### src/rtl/gold_code_gen.sv
// gold_code_gen: two-register Fibonacci Gold code generator feeding NUM_CH tap-selected channels.
// Define GOLD_EPOCH_EN to build the chip counter and epoch strobe; otherwise Chip_Count/Epoch read 0.
module gold_code_gen #(
  parameter int                  LFSR_LEN = 10,
  parameter logic [LFSR_LEN-1:0] POLY_A   = 10'h204,
  parameter logic [LFSR_LEN-1:0] POLY_B   = 10'h3A6,
  parameter logic [LFSR_LEN-1:0] INIT_A   = 10'h3FF,
  parameter logic [LFSR_LEN-1:0] INIT_B   = 10'h3FF,
  parameter int                  NUM_CH   = 1,
  parameter int                  SELW     = $clog2(LFSR_LEN)
) (
  input  logic                     Clock,
  input  logic                     Reset_n,
  input  logic                     Enable,
  input  logic                     Load,
  input  logic                     Fill_En_A,
  input  logic                     Fill_En_B,
  input  logic                     New_Fill_A,
  input  logic                     New_Fill_B,
  input  logic [NUM_CH*2*SELW-1:0] Tap_Sel,
  output logic [NUM_CH-1:0]        Gold_Code,
  output logic                     Code_Valid,
  output logic                     Lockup,
  output logic [LFSR_LEN-1:0]      Chip_Count,
  output logic                     Epoch
);

  localparam int CH_W = 2 * SELW;

  logic [LFSR_LEN-1:0] reg_a_q, reg_a_d;
  logic [LFSR_LEN-1:0] reg_b_q, reg_b_d;
  logic [NUM_CH-1:0]   gold_q, gold_d;
  logic                valid_q, valid_d;
  logic                lockup_q, lockup_d;
  logic [NUM_CH-1:0]   chips;
  logic                fb_a;
  logic                fb_b;
  logic                any_fill;
  logic                chip_step;

  function automatic logic tap_bit(input logic [LFSR_LEN-1:0] r,
                                   input logic [SELW-1:0]     sel);
    logic [31:0] idx;
    idx = 32'(sel);
    if (idx < 32'(LFSR_LEN)) begin
      return r[sel];
    end
    return r[0];
  endfunction

  // Chips are formed from the pre-shift state, so they are valid in the same cycle Enable is seen.
  always_comb begin
    chips = '0;
    for (int c = 0; c < NUM_CH; c++) begin
      chips[c] = reg_a_q[LFSR_LEN-1]
               ^ tap_bit(reg_b_q, Tap_Sel[c*CH_W +: SELW])
               ^ tap_bit(reg_b_q, Tap_Sel[c*CH_W + SELW +: SELW]);
    end
  end

  always_comb begin
    fb_a      = ^(reg_a_q & POLY_A);
    fb_b      = ^(reg_b_q & POLY_B);
    any_fill  = Fill_En_A | Fill_En_B;
    chip_step = Enable & ~Load & ~any_fill;
  end

  always_comb begin
    reg_a_d  = reg_a_q;
    reg_b_d  = reg_b_q;
    gold_d   = gold_q;
    valid_d  = 1'b0;
    lockup_d = (reg_a_q == '0) || (reg_b_q == '0);

    if (Load) begin
      reg_a_d = INIT_A;
      reg_b_d = INIT_B;
    end else begin
      // A filling register never takes feedback; the other one may still step with Enable.
      if (Fill_En_A) begin
        reg_a_d = {reg_a_q[LFSR_LEN-2:0], New_Fill_A};
      end else if (Enable) begin
        reg_a_d = {reg_a_q[LFSR_LEN-2:0], fb_a};
      end

      if (Fill_En_B) begin
        reg_b_d = {reg_b_q[LFSR_LEN-2:0], New_Fill_B};
      end else if (Enable) begin
        reg_b_d = {reg_b_q[LFSR_LEN-2:0], fb_b};
      end

      if (chip_step) begin
        gold_d  = chips;
        valid_d = 1'b1;
      end
    end
  end

  always_ff @(posedge Clock) begin
    if (!Reset_n) begin
      reg_a_q  <= INIT_A;
      reg_b_q  <= INIT_B;
      gold_q   <= '0;
      valid_q  <= 1'b0;
      lockup_q <= 1'b0;
    end else begin
      reg_a_q  <= reg_a_d;
      reg_b_q  <= reg_b_d;
      gold_q   <= gold_d;
      valid_q  <= valid_d;
      lockup_q <= lockup_d;
    end
  end

  assign Gold_Code  = gold_q;
  assign Code_Valid = valid_q;
  assign Lockup     = lockup_q;

`ifdef GOLD_EPOCH_EN
  localparam logic [LFSR_LEN-1:0] CNT_LAST = {{(LFSR_LEN-1){1'b1}}, 1'b0};
  localparam logic [LFSR_LEN-1:0] CNT_ONE  = {{(LFSR_LEN-1){1'b0}}, 1'b1};

  logic [LFSR_LEN-1:0] cnt_q, cnt_d;
  logic                started_q, started_d;
  logic                epoch_q, epoch_d;

  // started_q marks that a chip has been emitted since the last clear, so the next one continues the index.
  always_comb begin
    cnt_d     = cnt_q;
    started_d = started_q;
    epoch_d   = 1'b0;
    if (Load || any_fill) begin
      cnt_d     = '0;
      started_d = 1'b0;
    end else if (Enable) begin
      if (!started_q || (cnt_q == CNT_LAST)) begin
        cnt_d = '0;
      end else begin
        cnt_d = cnt_q + CNT_ONE;
      end
      started_d = 1'b1;
      epoch_d   = (cnt_d == '0);
    end
  end

  always_ff @(posedge Clock) begin
    if (!Reset_n) begin
      cnt_q     <= '0;
      started_q <= 1'b0;
      epoch_q   <= 1'b0;
    end else begin
      cnt_q     <= cnt_d;
      started_q <= started_d;
      epoch_q   <= epoch_d;
    end
  end

  assign Chip_Count = cnt_q;
  assign Epoch      = epoch_q;
`else
  assign Chip_Count = '0;
  assign Epoch      = 1'b0;
`endif

endmodule
### config.mk
export PLATFORM = sky130hd
export DESIGN_NAME = gold_code_gen
export DESIGN_NICKNAME = d
export VERILOG_FILES = /design/src/rtl/gold_code_gen.sv
export SDC_FILE = /design/constraint.sdc
export NUM_CORES = 1
export LEC_CHECK = 0
export ABC_AREA = 1
export BUFFER_PORTS_ARGS = -buffer_cell sky130_fd_sc_hd__buf_2
export CORE_ASPECT_RATIO = 1.2
export CORE_MARGIN = 1.5
export CORE_UTILIZATION = 56
export DETAILED_ROUTE_END_ITERATION = 7
export GPL_TIMING_DRIVEN = 0
export PLACE_DENSITY_LB_ADDON = 0.08
export RECOVER_POWER = 25
export SETUP_SLACK_MARGIN = 0.3
export SYNTH_ARGS = -nofsm -noshare
export SYNTH_HDL_FRONTEND = slang
export SYNTH_SLANG_ARGS = --single-unit
### constraint.sdc
create_clock -name Clock -period 2.2 [get_ports Clock]
set_input_delay 0.11 -clock Clock [delete_from_list [all_inputs] [get_ports Clock]]
set_output_delay 0.11 -clock Clock [all_outputs]
set_load 0.02 [all_outputs]
==> results.md <==
- Post-DP HPWL: 2090 µm
- Grt ovf: 0
- Total power: 0.801 mW
- Hold depth: 3
- CP arrival: 1580 ps
- Worst Reg2Reg Path Length in Cells: 5
- Post-CTS setup buffer count: 0
- Nature of the critical path startpoint: register
- Hold crit path type: in -> reg
- Post-Syn Area: 1290 µm²
- Sequential fraction of the synthesis area: 35.6%
- Slew Limit Fails: 0
- Max Cap Violations: 0
- Synth cell types: 26
- Period utilization: 63.1%
- Pwr dens: 532 nW/µm²
- Nets: 240
- Crit path kind: reg -> reg
- Syn Area/Cell: 6.89 µm²
- CTS Buffer Depth: 2
- ANT nets after route: 0
- Synthesis-stage register bit count: 23
- Clock sinks: 23
- Final setup fails: 0
- Worst VDD drop: 483 µV
- Setup TNS: 0 ps
- Critical path, cell by cell: inv_1 > ha_1 > xnor2_1 > xor2_1 > o2111ai_1
- CTS clk-pin slew, worst paths: 140 ps
- Placement Cell Area: 1460 µm²
- Critical Path Sink Type: register
- Final min period: 1390 ps
- DR WL/cell: 10.7 µm
- DRC viols: 0
- Final instance area: 1510 µm²
- Die ar.: 2610 µm²
- Num CTS Buffers: 3
- Area added between synthesis and finish: 16.2%
- Layout cells sized above 1: 18.5%
- Initial Utilization: 61.2%
- Layout Skew: 11.7 ps
- Critical Path RT: 2390 ps
- Root Buffer: clkbuf_4
- H-Tree Depth: 1
- Number of diodes: 0
- Maximum operating frequency: 720 MHz
- Initial DRC Count: 25
- Core area: 2120 µm²
- Die H: 55.7 µm
- Hold WS: 3.15 ps
- CTS tree: done
- Worst skew pair latency: 330 ps
- Synth Warn #: 0
- FP Rows: 18
- RSZ-0062 raised after global routing: false
- Vias in the first global route: 1119
- Slowest stage cell, crit path: dfxtp_1
- I/O pin count: 30
- Routability cong.: 0.838
- Static Leak: 0.828 nW
- Crit path largest cell delay: 420 ps
- Post-layout utilization of the core: 71.1%
- Worst-path fanout max: 4
- 1st-pass router iterations: 4
- Cells after Synth: 188
- Total global-route track usage: 22.8%
- Largest net degree at the start of global routing: 15
- DR vias: 1247
- FF-to-FF setup slack: 810 ps
- Final Hold Violating Endpoints: 0
- Status: completed
- Antenna violations before repair: 0
- PortBufs: 18
- First-pass GRT wire length: 4510 µm
- Final WL: 2700 µm
- Die X: 46.9 µm
- Vias per cell: 4.95
[power by group]
| part | internal, mW | switching [mW] |
|---|---|---|
| clock network | 0.0697 | 0.137 |
| logic | 0.0592 | 0.0953 |
| registers | 0.430 | 0.0102 |
| total | 0.559 | 0.243 |
[path summary, 6_finish.rpt]
kind | startpoint | end
max | reg_b_q[9] | reg_b_q[0]
min | New_Fill_B | reg_b_q[0]
max reg2reg | reg_b_q[9] | reg_b_q[0]
min reg2reg | reg_b_q[4] | reg_b_q[4]
[synth_stat cells]
| master | number | share of area [%] |
|---|---|---|
| nand2_1 | 55 | 16 |
| inv_1 | 27 | 7.8 |
| dfxtp_1 | 23 | 36 |
| nand3_1 | 16 | 6.2 |
| o211ai_1 | 16 | 9.3 |
| buf_4 | 11 | 6.4 |
| nor2_1 | 6 | 1.7 |
| nand3_2 | 4 | 3.1 |
| nor4_1 | 4 | 1.9 |
| a21oi_1 | 3 | 1.2 |
| inv_2 | 3 | 0.87 |
| o21ai_0 | 3 | 1.2 |
| buf_2 | 2 | 0.77 |
| clkbuf_1 | 2 | 0.58 |
| xor2_1 | 2 | 1.4 |
| a32oi_1 | 1 | 0.68 |
| conb_1 | 1 | 0.29 |
| ha_1 | 1 | 0.97 |
| nand2_2 | 1 | 0.48 |
| nand4_1 | 1 | 0.48 |
| nor2_2 | 1 | 0.48 |
| nor3_1 | 1 | 0.39 |
| o2111ai_1 | 1 | 0.68 |
| o21ai_1 | 1 | 0.39 |
| o21ai_2 | 1 | 0.68 |
| xnor2_1 | 1 | 0.68 |
[cell usage in the layout (no fill, tap or decap)]
| cell type | n |
|---|---|
| xor2_1 | 2 |
| buf_2 | 16 |
| inv_2 | 3 |
| clkbuf_4 | 3 |
| nand3_2 | 4 |
| nand2_2 | 1 |
| xnor2_1 | 1 |
| clkinvlp_4 | 1 |
| inv_1 | 27 |
| o2111ai_1 | 1 |
| nand3_1 | 16 |
| o21ai_2 | 1 |
| o21ai_1 | 1 |
| nand2_1 | 55 |
| o21ai_0 | 3 |
| a21oi_1 | 3 |
| dfxtp_1 | 23 |
| o211ai_1 | 16 |
| nor3_1 | 1 |
| a32oi_1 | 1 |
| nand4_1 | 1 |
| ha_1 | 1 |
| nor4_1 | 4 |
| buf_4 | 11 |
| dlygate4sd3_1 | 2 |
| conb_1 | 11 |
| clkbuf_1 | 6 |
| nor2_1 | 6 |
| nor2_2 | 1 |
[logic make-up (layout without fill, tap and decap cells)]
logic type                 after synthesis  after routing  share of synthesized area, %
AOI/OAI and AO/OA                       26             26                          14.0
xor gates and xnor gates                 3              3                          2.03
adders and majority gates                1              1                         0.966
buffers and inverters                   45             69                          16.4
DFF                                     23             23                          35.6
other                                    1             11                         0.290
and+or+nand+nor                         89             89                          30.7
[cell type report]
type	instances	area, µm²
well taps	30	37.5
inverters	30	113
plain buffers	15	100
repair buffers	20	105
flip-flops and latches	23	460
fillers	196	612
clock buffers	3	22.5
multi-input cells	130	659
clock inverters	1	7.51
[per-stage QoR]
stage	worst slack, ps	cells
after floorplan	980	198
after global placement	868	246
after detailed placement	835	246
after CTS	807	252
after global routing	671	252
final	812	252
[critical path, delay by kind of cell (launching register included)]
kind,cells,cell delay [ps]
buffers and inverters,1,60
xor gates and xnor gates,2,380
DFF,1,420
adders and majority gates,1,280
AOI/OAI and AO/OA,1,110
[routing by layer]
layer / global-route usage [%] / vias up / share of wire [%]
met5: 0 / - / 0
met3: 3.25 / 3 / 3.4
met4: 9.13 / 0 / 1.1
li1: - / 660 / -
met1: 26.8 / 553 / 42
met2: 39.3 / 31 / 54
[sequential cells by signal (all words and copies together), names as in the netlist]
name	cells
Code_Valid	1
reg_b_q	10
Lockup	1
reg_a_q	10
Gold_Code	1
[repair_timing]
action                                 CTS  global route
gates resized for setup                  0             0
hold buffers                             2             0
endpoints found under the hold margin    1             0
No activity file was read; power rests on OpenSTA's default activity.
